<file path="config.mk">
export PLATFORM = sky130hd
export DESIGN_NAME = fp32_add_arbiter
export DESIGN_NICKNAME = d
export VERILOG_FILES = /design/src/rtl/fp32_add_arbiter.sv
export SDC_FILE = /design/constraint.sdc
export NUM_CORES = 1
export LEC_CHECK = 0
export BUFFER_PORTS_ARGS = -buffer_cell sky130_fd_sc_hd__buf_2
export CAP_MARGIN = 10
export CELL_PAD_IN_SITES_DETAIL_PLACEMENT = 1
export CELL_PAD_IN_SITES_GLOBAL_PLACEMENT = 2
export CORE_MARGIN = 2
export CORE_UTILIZATION = 28
export DETAILED_ROUTE_END_ITERATION = 8
export GPL_TIMING_DRIVEN = 0
export PLACE_DENSITY = 0.83
export SETUP_SLACK_MARGIN = 0.3
export SYNTH_ARGS = -nofsm -noshare
export SYNTH_HDL_FRONTEND = slang
export SYNTH_SLANG_ARGS = --single-unit
</file>
<file path="constraint.sdc">
create_clock -name clk -period 17.4 [get_ports clk]
set_input_delay 3.48 -clock clk [delete_from_list [all_inputs] [get_ports clk]]
set_output_delay 3.48 -clock clk [all_outputs]
set_load 0.05 [all_outputs]
</file>
<file path="src/rtl/fp32_add_arbiter.sv">
// Round-robin arbiter sharing one fixed-latency FP32 add/sub unit
// among NREQ requesters, with a tag pipeline that routes results back.
//
// Ports:
//   clk, rst          clock, async active-high reset
//   req_valid/ready   per-requester handshake; ready is a one-hot grant
//   req_a, req_b      packed FP32 operands, requester i at [32*i +: 32]
//   req_sub           per-requester op select (1 = A-B)
//   fu_a/b/sub/valid  registered issue to the shared unit
//   fu_result         unit result, valid LAT cycles after fu_valid
//   res_data/valid    registered result, one-hot strobe to requester
//   inflight          issued operations not yet returned
module fp32_add_arbiter #(
  parameter int NREQ = 4,
  parameter int LAT  = 11
) (
  input  logic                       clk,
  input  logic                       rst,
  input  logic [NREQ-1:0]            req_valid,
  input  logic [32*NREQ-1:0]         req_a,
  input  logic [32*NREQ-1:0]         req_b,
  input  logic [NREQ-1:0]            req_sub,
  output logic [NREQ-1:0]            req_ready,
  output logic [31:0]                fu_a,
  output logic [31:0]                fu_b,
  output logic                       fu_sub,
  output logic                       fu_valid,
  input  logic [31:0]                fu_result,
  output logic [31:0]                res_data,
  output logic [NREQ-1:0]            res_valid,
  output logic [$clog2(LAT+2)-1:0]   inflight
);

  localparam int IW = $clog2(NREQ);
  localparam int CW = $clog2(LAT+2);

  logic [IW-1:0]   ptr_q, ptr_d;
  logic [31:0]     fa_q, fa_d;
  logic [31:0]     fb_q, fb_d;
  logic            fs_q, fs_d;
  logic            fv_q, fv_d;
  logic [LAT:0]    tv_q, tv_d;
  logic [IW-1:0]   ti_q [LAT+1];
  logic [IW-1:0]   ti_d [LAT+1];
  logic [31:0]     rd_q, rd_d;
  logic [NREQ-1:0] rv_q, rv_d;
  logic [CW-1:0]   inf_q, inf_d;

  logic            found;
  logic [IW-1:0]   gidx;
  logic            acc;
  logic            ret;

  // First valid requester at or above ptr, wrapping modulo NREQ.
  always_comb begin
    found = 1'b0;
    gidx  = '0;
    for (int k = 0; k < NREQ; k++) begin
      int s;
      s = int'(ptr_q) + k;
      if (s >= NREQ) s = s - NREQ;
      if (!found && req_valid[s]) begin
        found = 1'b1;
        gidx  = IW'(s);
      end
    end
  end

  assign acc       = found && !rst;
  assign ret       = tv_q[LAT];
  assign req_ready = acc ? (NREQ'(1) << gidx) : '0;

  always_comb begin
    ptr_d = ptr_q;
    fa_d  = fa_q;
    fb_d  = fb_q;
    fs_d  = fs_q;
    fv_d  = acc;
    if (acc) begin
      ptr_d = (gidx == IW'(NREQ-1)) ? '0 : gidx + IW'(1);
      fa_d  = req_a[32*gidx +: 32];
      fb_d  = req_b[32*gidx +: 32];
      fs_d  = req_sub[gidx];
    end

    // Tag stage 0 is loaded on the same edge as fu_valid, so the
    // final stage lines up with the cycle fu_result is valid.
    tv_d     = {tv_q[LAT-1:0], acc};
    ti_d[0]  = gidx;
    for (int k = 1; k <= LAT; k++) begin
      ti_d[k] = ti_q[k-1];
    end

    rv_d = '0;
    rd_d = rd_q;
    if (ret) begin
      rv_d = NREQ'(1) << ti_q[LAT];
      rd_d = fu_result;
    end

    inf_d = inf_q;
    unique case ({acc, ret})
      2'b10:   inf_d = inf_q + CW'(1);
      2'b01:   inf_d = inf_q - CW'(1);
      default: inf_d = inf_q;
    endcase
  end

  always_ff @(posedge clk or posedge rst) begin
    if (rst) begin
      ptr_q <= '0;
      fa_q  <= '0;
      fb_q  <= '0;
      fs_q  <= 1'b0;
      fv_q  <= 1'b0;
      tv_q  <= '0;
      for (int k = 0; k <= LAT; k++) begin
        ti_q[k] <= '0;
      end
      rd_q  <= '0;
      rv_q  <= '0;
      inf_q <= '0;
    end else begin
      ptr_q <= ptr_d;
      fa_q  <= fa_d;
      fb_q  <= fb_d;
      fs_q  <= fs_d;
      fv_q  <= fv_d;
      tv_q  <= tv_d;
      for (int k = 0; k <= LAT; k++) begin
        ti_q[k] <= ti_d[k];
      end
      rd_q  <= rd_d;
      rv_q  <= rv_d;
      inf_q <= inf_d;
    end
  end

  assign fu_a      = fa_q;
  assign fu_b      = fb_q;
  assign fu_sub    = fs_q;
  assign fu_valid  = fv_q;
  assign res_data  = rd_q;
  assign res_valid = rv_q;
  assign inflight  = inf_q;

endmodule
</file>
==> summary.txt <==
Status
  • Status: finished clean

Die
  • Initial core utilization: 0.286
  • Boundary Pins: between 400 and 500
  • Die height: 170 um
  • Die ar.: between 20000 and 30000 sq um
  • FP Rows: 60
  • Core area: 27000 sq um
  • Die width: 170 um

Global route
  • Initial antenna violation count: 7
  • Grt total ovfl: 0
  • Total track usage: 0.225
  • First-pass GRT wire length: about 50000 um
  • Largest net degree at the start of global routing: 98
  • Number of global-route vias before repair: 8427

Pwr
  • Leakage: 5.33 nW
  • Pwr Density: 161 nW/um^2
  • NetSw: 0.832 mW
  • Total power: 1.74 mW
  • Clock group share of total power: 0.220
  • Max VDD drop: 0.0658 mV
  • Combinational power share: 0.497
  • Switching share of power: 0.477
  • Internal power: 0.911 mW
  • Flop pwr share: 0.282

CTS
  • # H-tree levels: 4
  • CTS Hold Bufs: 0
  • Clock root cell: clkbuf_16
  • Clk buf depth: 2
  • Sinks on Clock Net: 143
  • Post-CTS setup buffer count: 0
  • CTS tree: done
  • Post-cts sizing count: 0
  • Clock transition at path regs: roughly 70 ps
  • Worst-Skew Late Latency: around 420 ps
  • Cts bufs inserted: 17

Synthesis
  • Number of synthesized flops with an enable pin: 0
  • Synthesized cell area: 7730 sq um
  • Yosys reg bits: 143
  • Async S/R FF share, synth: 1.00
  • Synth Area in Simple Gates: 0.107
  • Synth Instances: 711
  • Post-synthesis xor/xnor area fraction: 0.00566
  • Synth top area share: 0.463
  • Mux share of post-synthesis cell area: 0.132
  • Prevailing post-synth register cell: dfrtp_1
  • Top cells by area, synth: dfrtp_1 (46%), mux2i_1 (8.4%), a211o_1 (7.5%)
  • Main combinational cell family by area after synthesis: compound AO/OA/AOI/OAI gates
  • Seq/Total Area, Yosys: 0.463
  • Syn Area/Cell: 10.9 sq um
  • Cell taking the most area after synthesis: dfrtp_1
  • Net Count, Synth: 1016
  • Adder-cell area share of the yosys netlist: 0.0113
  • Synth Warn #: 0
  • Compound-Gate Fraction of Synth Area: 0.219
  • Synth unique cells: 38

Setup path
  • Slowest stage cell on the critical path: buf_16
  • Reg2reg end: fu_a[0]$_DFFE_PP0P_
  • Crit path cell chain: buf_2 > inv_6 > buf_16 > nand2_1 > buf_2 > buf_2 > buf_2 > inv_1 > and2_1 > buf_2
  • R2R Setup Slk: around 15000 ps
  • Arrival @ worst endpoint: ~6000 ps
  • Required @ worst endpoint: between 10000 and 15000 ps
  • Crit-path max FO: 97
  • Crit-path max cell delay: 420 ps
  • Crit path kind: input pin to primary output
  • FF-to-FF path depth: 7
  • Critical Path End Type: primary output
  • Worst flop-to-flop path startpoint: ptr_q[1]$_DFFE_PP0P_
  • Worst setup SP type: input pin
  • Cell mode on critical path: buf_2

Worst hold path
  • Worst Hold Depth: 0
  • Hold path start: tv_q[6]$_DFF_PP0_
  • Worst min path class: flip-flop to flip-flop
  • Hold Path Sink: tv_q[7]$_DFF_PP0_

Detailed routing
  • Initial drt markers: 384
  • Via-to-Cell Ratio: roughly 5.3
  • WL per Instance: around 22 um
  • DRC violation count after routing: 0
  • Final ANT Viol Nets: 0
  • Final WL: approximately 33000 um
  • Drt pass-1 iters: 7
  • Via count: between 7000 and 8000

Placement
  • Dpl cells: 1460
  • Port buffer count: 407
  • Dpl hpwl: 25400 um
  • Final GP Congestion: 0.835

Timing
  • Max Slew Vio Count: 0
  • Fin Clk Skew: roughly 11 ps
  • Period minus WS final: around 9500 ps
  • Post-route setup TNS: 0 ps
  • Final Hold Vio Count: 0
  • Final setup violating endpoints: 0
  • Slew HR: 0.509
  • Worst-Margin Slew: about 740 ps
  • Unrepaired setup endpoints after global routing: false
  • Ratio of final minimum period to clock period: 0.545
  • Max Clk Rate: 0.105 GHz

Final layout
  • Commonest non-fill, non-tap cell in the layout: buf_2
  • Most frequent cells in the layout: buf_2 (428), dfrtp_1 (143), nand2_1 (73), a211o_1 (66)
  • Layout cells sized above 1: 0.445
  • Area Overhead vs Synth: 40.3%
  • Nets@finish: ~1400
  • Filler cell count: 3208
  • Fin cells: 1498

Run
  • Max_cap viols: 0
-- final cells by class --
type                            instances  area, sq um  area share
Sequential cell                       143         3580       0.330
Timing Repair Buffer                  408         2060       0.190
Antenna cell                            6         15.0     0.00138
Buffer                                 89          459      0.0423
Clock buffer                           20          457      0.0421
Clock inverter                         12          150      0.0138
Inverter                                4         20.0     0.00185
Tap cell                              341          427      0.0393
Multi-Input combinational cell        475         3680       0.339
-- registers in the layout, summed over array words and instances (netlist names) --
name       count
tv_q          12
res_data      32
fu_a          32
inflight       4
fu_b          32
res_valid      4
fu_sub         1
ptr_q          2
ti_q           2
ti_d          22
-- critical path: cells and delay by family --
family                 cells  cell delay [ps]
AND/OR/NAND/NOR            2              290
buffers and inverters      8             2120
-- stage by stage --
stage / utilization / setup WS [ps] / instance area [sq um] / hold slack, ps
floorplan: - / 6120 / 7730 / 331
global placement: 0.377 / 4310 / 10200 / 331
detailed placement: 0.378 / 7820 / 10200 / 336
CTS: 0.401 / 7820 / 10800 / 344
global route: 0.401 / 7650 / 10800 / 352
finish: 0.401 / 7920 / 10900 / 340
-- power by group through the flow --
| stage | Combinational [mW] | Clock [mW] | Sequential, mW |
|---|---|---|---|
| after floorplan | 0.333 | 0 | 0.776 |
| after global placement | 0.861 | 0 | 0.493 |
| after detailed placement | 0.873 | 0 | 0.499 |
| after CTS | 0.874 | 0.395 | 0.494 |
| after global routing | 0.923 | 0.410 | 0.507 |
| final | 0.867 | 0.384 | 0.492 |
-- per-layer routing --
layer  up-vias  global-route usage  wire [um]
li1       3650                   -          -
met1      3922               0.255      13100
met2       327               0.406      17100
met3        38              0.0581       2410
met4         4              0.0836        626
met5         -                   0         31
-- worst max path at each step --
stage          from      endpoint  depth (start not counted)
4_1_cts         rst  req_ready[3]                         10
3_5_place_dp    rst  req_ready[3]                         10
3_3_place_gp    rst  req_ready[1]                          9
6_report        rst  req_ready[3]                         10
5_1_grt         rst  req_ready[0]                         10
2_1_floorplan   rst  req_ready[0]                          7
-- cell usage after synthesis (all sizes together) (2+ instances only) --
master  number
dfrtp      143
o311ai      65
clkbuf      49
nand2b       2
ha           7
inv          4
nand4       65
a21oi        2
mux2        33
and2         4
mux2i       65
xor2         4
nand2       73
nor2         6
a211o       66
nor3b        2
o21ai        3
o31ai       65
buf         40
a211oi       2
-- logic make-up after synthesis --
kind of cell | Yosys count
buffers and inverters | 93
and+or+nand+nor | 160
adders and majority gates | 7
DFF | 143
AOI/OAI and AO/OA | 205
xor gates and xnor gates | 5
muxes | 98
No activity file was read; power rests on OpenSTA's default activity.
